===== src/rtl/instr_encoder.sv =====
// ============================================================================
// Module   : instr_encoder
// Purpose  : Packs decoded instruction fields into 32-bit words, buffers them
//            in a FIFO and writes them sequentially into instruction memory.
// Revision : 1.0 - initial release
// ============================================================================
`default_nettype none

module instr_encoder #(
    parameter int          DEPTH     = 4,
    parameter int          ADDR_W    = 8,
    parameter int unsigned BASE_ADDR = 0
) (
    input  logic              clk,
    input  logic              rst,
    input  logic              clear,
    input  logic              in_valid,
    output logic              in_ready,
    input  logic [5:0]        opcode,
    input  logic [2:0]        rd,
    input  logic [2:0]        r1,
    input  logic [2:0]        r2,
    input  logic [7:0]        i1,
    input  logic [7:0]        i2,
    input  logic              mem_stall,
    output logic              mem_we,
    output logic [ADDR_W-1:0] mem_addr,
    output logic [31:0]       mem_wdata,
    output logic              err,
    output logic [7:0]        err_count,
    output logic [ADDR_W:0]   words_written,
    output logic              region_full
);

    localparam int                C_PTR_W = $clog2(DEPTH);
    localparam logic [ADDR_W-1:0] C_BASE  = ADDR_W'(BASE_ADDR);
    localparam logic [C_PTR_W:0]  C_FULL  = (C_PTR_W+1)'(DEPTH);

    typedef enum logic [1:0] {
        S_IDLE = 2'd0,
        S_RUN  = 2'd1,
        S_HALT = 2'd2
    } state_t;

    state_t               r_state;
    state_t               w_state_nxt;
    logic [31:0]          r_fifo [DEPTH];
    logic [C_PTR_W-1:0]   r_wr_ptr;
    logic [C_PTR_W-1:0]   r_rd_ptr;
    logic [C_PTR_W:0]     r_count;
    logic [ADDR_W-1:0]    r_addr;
    logic [ADDR_W:0]      r_words;
    logic                 r_err;
    logic [7:0]           r_err_count;

    logic                 w_empty;
    logic                 w_full;
    logic                 w_legal;
    logic                 w_mov;
    logic                 w_accept;
    logic                 w_push;
    logic                 w_pop;
    logic                 w_last;
    logic [31:0]          w_word;

    assign w_empty  = (r_count == '0);
    assign w_full   = (r_count == C_FULL);
    assign w_legal  = (opcode >= 6'd1) && (opcode <= 6'd7);
    assign w_mov    = (opcode == 6'd3);
    assign w_last   = (r_addr == '1);

    // ALU ops drop the immediates, MOV drops the source registers
    assign w_word = {opcode, rd,
                     w_mov ? 3'd0 : r1,
                     w_mov ? 3'd0 : r2,
                     w_mov ? i1 : 8'd0,
                     w_mov ? i2 : 8'd0,
                     1'b0};

    assign in_ready = !w_full && (r_state != S_HALT);
    assign mem_we   = !w_empty && !mem_stall && (r_state == S_RUN);
    assign w_accept = in_valid && in_ready && !clear;
    assign w_push   = w_accept && w_legal;
    assign w_pop    = mem_we;

    assign mem_addr      = r_addr;
    assign mem_wdata     = w_empty ? 32'd0 : r_fifo[r_rd_ptr];
    assign err           = r_err;
    assign err_count     = r_err_count;
    assign words_written = r_words;
    assign region_full   = (r_state == S_HALT);

    always_ff @(posedge clk) begin
        if (rst || clear) begin
            r_state <= S_IDLE;
        end else begin
            r_state <= w_state_nxt;
        end
    end

    always_comb begin
        w_state_nxt = r_state;
        case (r_state)
            S_IDLE:  if (w_accept)          w_state_nxt = S_RUN;
            S_RUN:   if (w_pop && w_last)   w_state_nxt = S_HALT;
            S_HALT:                         w_state_nxt = S_HALT;
            default:                        w_state_nxt = S_IDLE;
        endcase
    end

    // Storage needs no reset: occupancy and pointers define what is valid
    always_ff @(posedge clk) begin
        if (w_push) begin
            r_fifo[r_wr_ptr] <= w_word;
        end
    end

    always_ff @(posedge clk) begin
        if (rst || clear) begin
            r_wr_ptr    <= '0;
            r_rd_ptr    <= '0;
            r_count     <= '0;
            r_addr      <= C_BASE;
            r_words     <= '0;
            r_err       <= 1'b0;
            r_err_count <= 8'd0;
        end else begin
            if (w_push) begin
                r_wr_ptr <= r_wr_ptr + C_PTR_W'(1);
            end
            case ({w_push, w_pop})
                2'b10:   r_count <= r_count + (C_PTR_W+1)'(1);
                2'b01:   r_count <= r_count - (C_PTR_W+1)'(1);
                default: r_count <= r_count;
            endcase
            if (w_pop) begin
                r_rd_ptr <= r_rd_ptr + C_PTR_W'(1);
                r_words  <= r_words + (ADDR_W+1)'(1);
                // The final address is held; the HALT transition stops further writes
                if (!w_last) begin
                    r_addr <= r_addr + ADDR_W'(1);
                end
            end
            r_err <= w_accept && !w_legal;
            if (w_accept && !w_legal && (r_err_count != 8'hFF)) begin
                r_err_count <= r_err_count + 8'd1;
            end
        end
    end

endmodule

`default_nettype wire

===== config.mk =====
export PLATFORM = sky130hd
export DESIGN_NAME = instr_encoder
export DESIGN_NICKNAME = d
export VERILOG_FILES = /design/src/rtl/instr_encoder.sv
export SDC_FILE = /design/constraint.sdc
export NUM_CORES = 1
export LEC_CHECK = 0
export CAP_MARGIN = 20
export CORE_MARGIN = 10
export CORE_UTILIZATION = 35
export CTS_BUF_LIST = sky130_fd_sc_hd__clkbuf_8
export DETAILED_ROUTE_END_ITERATION = 12
export SLEW_MARGIN = 20
export SYNTH_ARGS = -nofsm -noshare
export SYNTH_HDL_FRONTEND = slang
export SYNTH_SLANG_ARGS = --single-unit

===== constraint.sdc =====
create_clock -name clk -period 4.7 [get_ports clk]
set_clock_uncertainty 0.05 [all_clocks]
set_input_delay 0.705 -clock clk [delete_from_list [all_inputs] [get_ports clk]]
set_output_delay 0.705 -clock clk [all_outputs]
set_load 0.02 [all_outputs]

==> key figures <==
Synthesis
  – Ys Warns: 0
  – Seq/Total Area, Yosys: approximately 65%
  – Post-synthesis cell type count: 54
  – EDFF count, synth: 124
  – Register bit total from synthesis: between 150 and 200
  – Synth Flop Type: edfxtp_1
  – Synth Net Count: 495
  – Syn_area_per_cell: between 15 and 20 um2
  – Cells after synthesis: 446
  – Asr flop ratio synth: 0%
  – Post-synth design cell area: ~6800 um2

Setup path
  – R2R setup slack: 1.98 ns
  – Worst endpoint required time: 3.94 ns
  – Critical path data arrival time: slightly below 3 ns
  – Crit Path Category: reg -> out
  – Critical Path Start Type: flop
  – Worst r2r path cells: 11
  – Crit-path max FO: 18
  – Capture point of the worst reg-to-reg path: r_count[2]$_SDFFE_PP0P_
  – CP Capture Type: output pin
  – Critical R2R Launch: r_state[1]$_SDFFE_PP0P_

Cells and area
  – Multi-input gate area: 2218 um2
  – Layout Cells excl Fill: 820
  – Area Overhead vs Synth: 23.02%
  – FF+latch area: about 4500 um2
  – Total Nets Final: 591
  – Filler cell count: between 1500 and 2000
  – Number of diodes: 0
  – Layout cells sized above 1: about 15%

Placement
  – Routability Congestion: 0.7627
  – Hpwl dp: 9490 um
  – Inst Count DP: approximately 790
  – IO buf count: 95

CTS
  – Clk buf depth: 2
  – Worst skew pair latency: ~0.45 ns
  – Clock transition at the registers of the reported paths: 0.09 ns
  – CTS tree: yes
  – Post-CTS setup buffers: 0
  – CTS resizes: 0
  – H-tree depth: 4
  – Hold buffers post-CTS: 0
  – Root Driver: clkbuf_8
  – Inserted Clock Buffers: 17
  – CTS sink cnt: ~160

Timing
  – Slew margin rel.: roughly two fifths
  – WHS: about 0.45 ns
  – Fmax: 0.2697 GHz
  – Min Clock Period, post-route: 3.707 ns
  – Worst Tran Pin Value: between 0.9 and 1 ns
  – RSZ-0062 raised after global routing: no
  – Final Cycle Share: roughly four fifths
  – Fin. Hold Viols: 0
  – Final count of negative-setup-slack endpoints: 0
  – Max-slew violations: 0
  – Total Negative Setup Slacks: 0 ns

Floorplan
  – Die Area: between 20000 and 30000 um2
  – Core area: 19330 um2
  – Die Y: around 160 um
  – Initial Util: between 30 and 40%
  – Row Count: 51
  – Die span in x: ~160 um
  – I/O pin total: 97

Hold path
  – Worst Hold Launch: words_written[1]$_SDFFE_PP0P_
  – Hold WC Path Type: reg -> reg
  – Worst Hold Depth: 2
  – Worst Hold Endpoint: words_written[1]$_SDFFE_PP0P_

Outcome
  – Status: finished clean

Power
  – Total Power: between 2 and 3 mW
  – Leakage power: between 2 and 3 nW
  – Peak supply drop: between 0.00015 and 0.0002 V
  – Cell Pwr Density: around 300 nW/um2

Detailed routing
  – M1 WL: around 6300 um
  – Met3 wire length: 1041 um
  – Wirelength per Cell: about 18 um
  – Iteration count of the initial detailed-routing pass: 4
  – Top Layer Used: met4
  – DRC errors left: 0
  – Final WL: approximately 15000 um
  – Post-DRT Antenna Nets: 0
  – DR iter-0 viols: 151
  – Met2 WL: about 7500 um
  – Vias: 4036
  – Via density: about 4.9

Global routing
  – Largest net degree at the start of global routing: 39
  – Initial antenna violation count: 1
  – First-pass GRT wire length: around 24000 um
  – All-layer global routing usage: 11.93%
  – GRT overflow: 0
  – Number of global-route vias before repair: around 4400

Run
  – Max_cap viols: 0
-- where the power goes --
part	internal [mW]	total [mW]	leakage [nW]	switching (mW)
clock	0.432	0.975	0.198	0.542
combinational	0.0390	0.0777	1.06	0.0387
sequential	1.52	1.52	1.43	0.00129
total	1.99	2.58	2.69	0.582
-- synthesized netlist by cell type (all sizes together), types with 2 or more instances --
cell type	n	area [um2]
o211ai	2	28.78
a21oi	19	95.09
inv	13	48.80
a41o	3	30.03
xnor2	3	26.28
buf	11	77.57
and2b	2	16.27
o41ai	3	33.79
nand2	11	48.80
or4	6	45.04
o21ai	8	40.04
nor2	20	75.07
or3	8	61.31
dfxtp	37	740.7
edfxtp	124	3724
nand4	6	37.54
nor3	6	41.29
clkbuf	9	33.78
a211oi	3	22.52
and2	51	319.1
mux4	31	698.2
nand3	13	70.07
and3	7	48.80
or2	2	12.51
nand2b	2	12.51
ha	12	150.1
a31oi	2	12.51
xor2	7	61.31
nor2b	7	43.79
o31ai	7	52.55
-- final cells by class --
cell class / instances / share of cell area [%]
Multi-Input combinational cell: 252 / 26.39
Sequential cell: 161 / 53.14
Inverter: 13 / 0.5805
Timing Repair Buffer: 97 / 11.49
Tap cell: 265 / 3.945
Clock inverter: 15 / 1.667
Clock buffer: 17 / 2.784
-- state kept, by name, indices dropped and copies added, names as in the netlist, named ones only --
name,cells
err,1
err_count,8
mem_addr,8
r_count,3
r_fifo,124
r_rd_ptr,2
r_state,2
r_wr_ptr,2
words_written,9
-- metal layers --
layer  vias to the layer above  global-route usage [%]
met1                      2026                   13.72
met4                         0                   3.286
li1                       1891                       -
met5                         -                       0
met3                        11                   5.398
met2                       108                   19.70
-- logic make-up (layout without fill, tap and decap cells) --
kind of cell	Yosys count	in the layout	synth area share (%)
mux	32	32	10.36
other cells	1	1	0.05488
xor+xnor	10	10	1.282
fa+ha+maj	13	13	2.490
simple gates	146	146	12.86
flops	161	161	65.34
buf+inv	33	142	2.344
compound gates	50	50	5.274
-- cell usage in the layout, fill, tap and decap left out, drive strengths merged, types with 11 or more instances in the layout --
| master | Yosys | layout |
|---|---|---|
| clkdlybuf4s50 | 0 | 95 |
| a21oi | 19 | 19 |
| dfxtp | 37 | 37 |
| nand3 | 13 | 13 |
| nor2 | 20 | 20 |
| ha | 12 | 12 |
| clkbuf | 9 | 17 |
| nand2 | 11 | 11 |
| edfxtp | 124 | 124 |
| mux4 | 31 | 31 |
| and2 | 51 | 51 |
| inv | 13 | 22 |
-- worst max-delay path by stage --
| stage | from | end | cells after the start |
|---|---|---|---|
| floorplan | opcode[5] | r_fifo[0][0]$_DFFE_PP_ | 3 |
| global placement | flop | mem_wdata[22] | 4 |
| detailed placement | flop | mem_wdata[22] | 4 |
| CTS | flop | mem_wdata[22] | 4 |
| global route | flop | mem_wdata[2] | 4 |
| finish | flop | mem_wdata[22] | 4 |
-- through the flow --
step                instance area, um2  util [%]  worst slack, ns
floorplan                         6833         -            2.066
global placement                  8031     41.54            1.398
detailed placement                8031     41.54            1.397
CTS                               8406     43.47           0.8720
global route                      8406     43.47           0.7493
finish                            8406     43.47           0.9928
-- worst max-delay path, cell delays in order (launching register included) --
cell	delay, ns
dfxtp_2	0.80
buf_4	0.42
mux4_2	0.54
and2_1	0.18
clkdlybuf4s50_1	0.55
(Power assumes the default switching activity.)
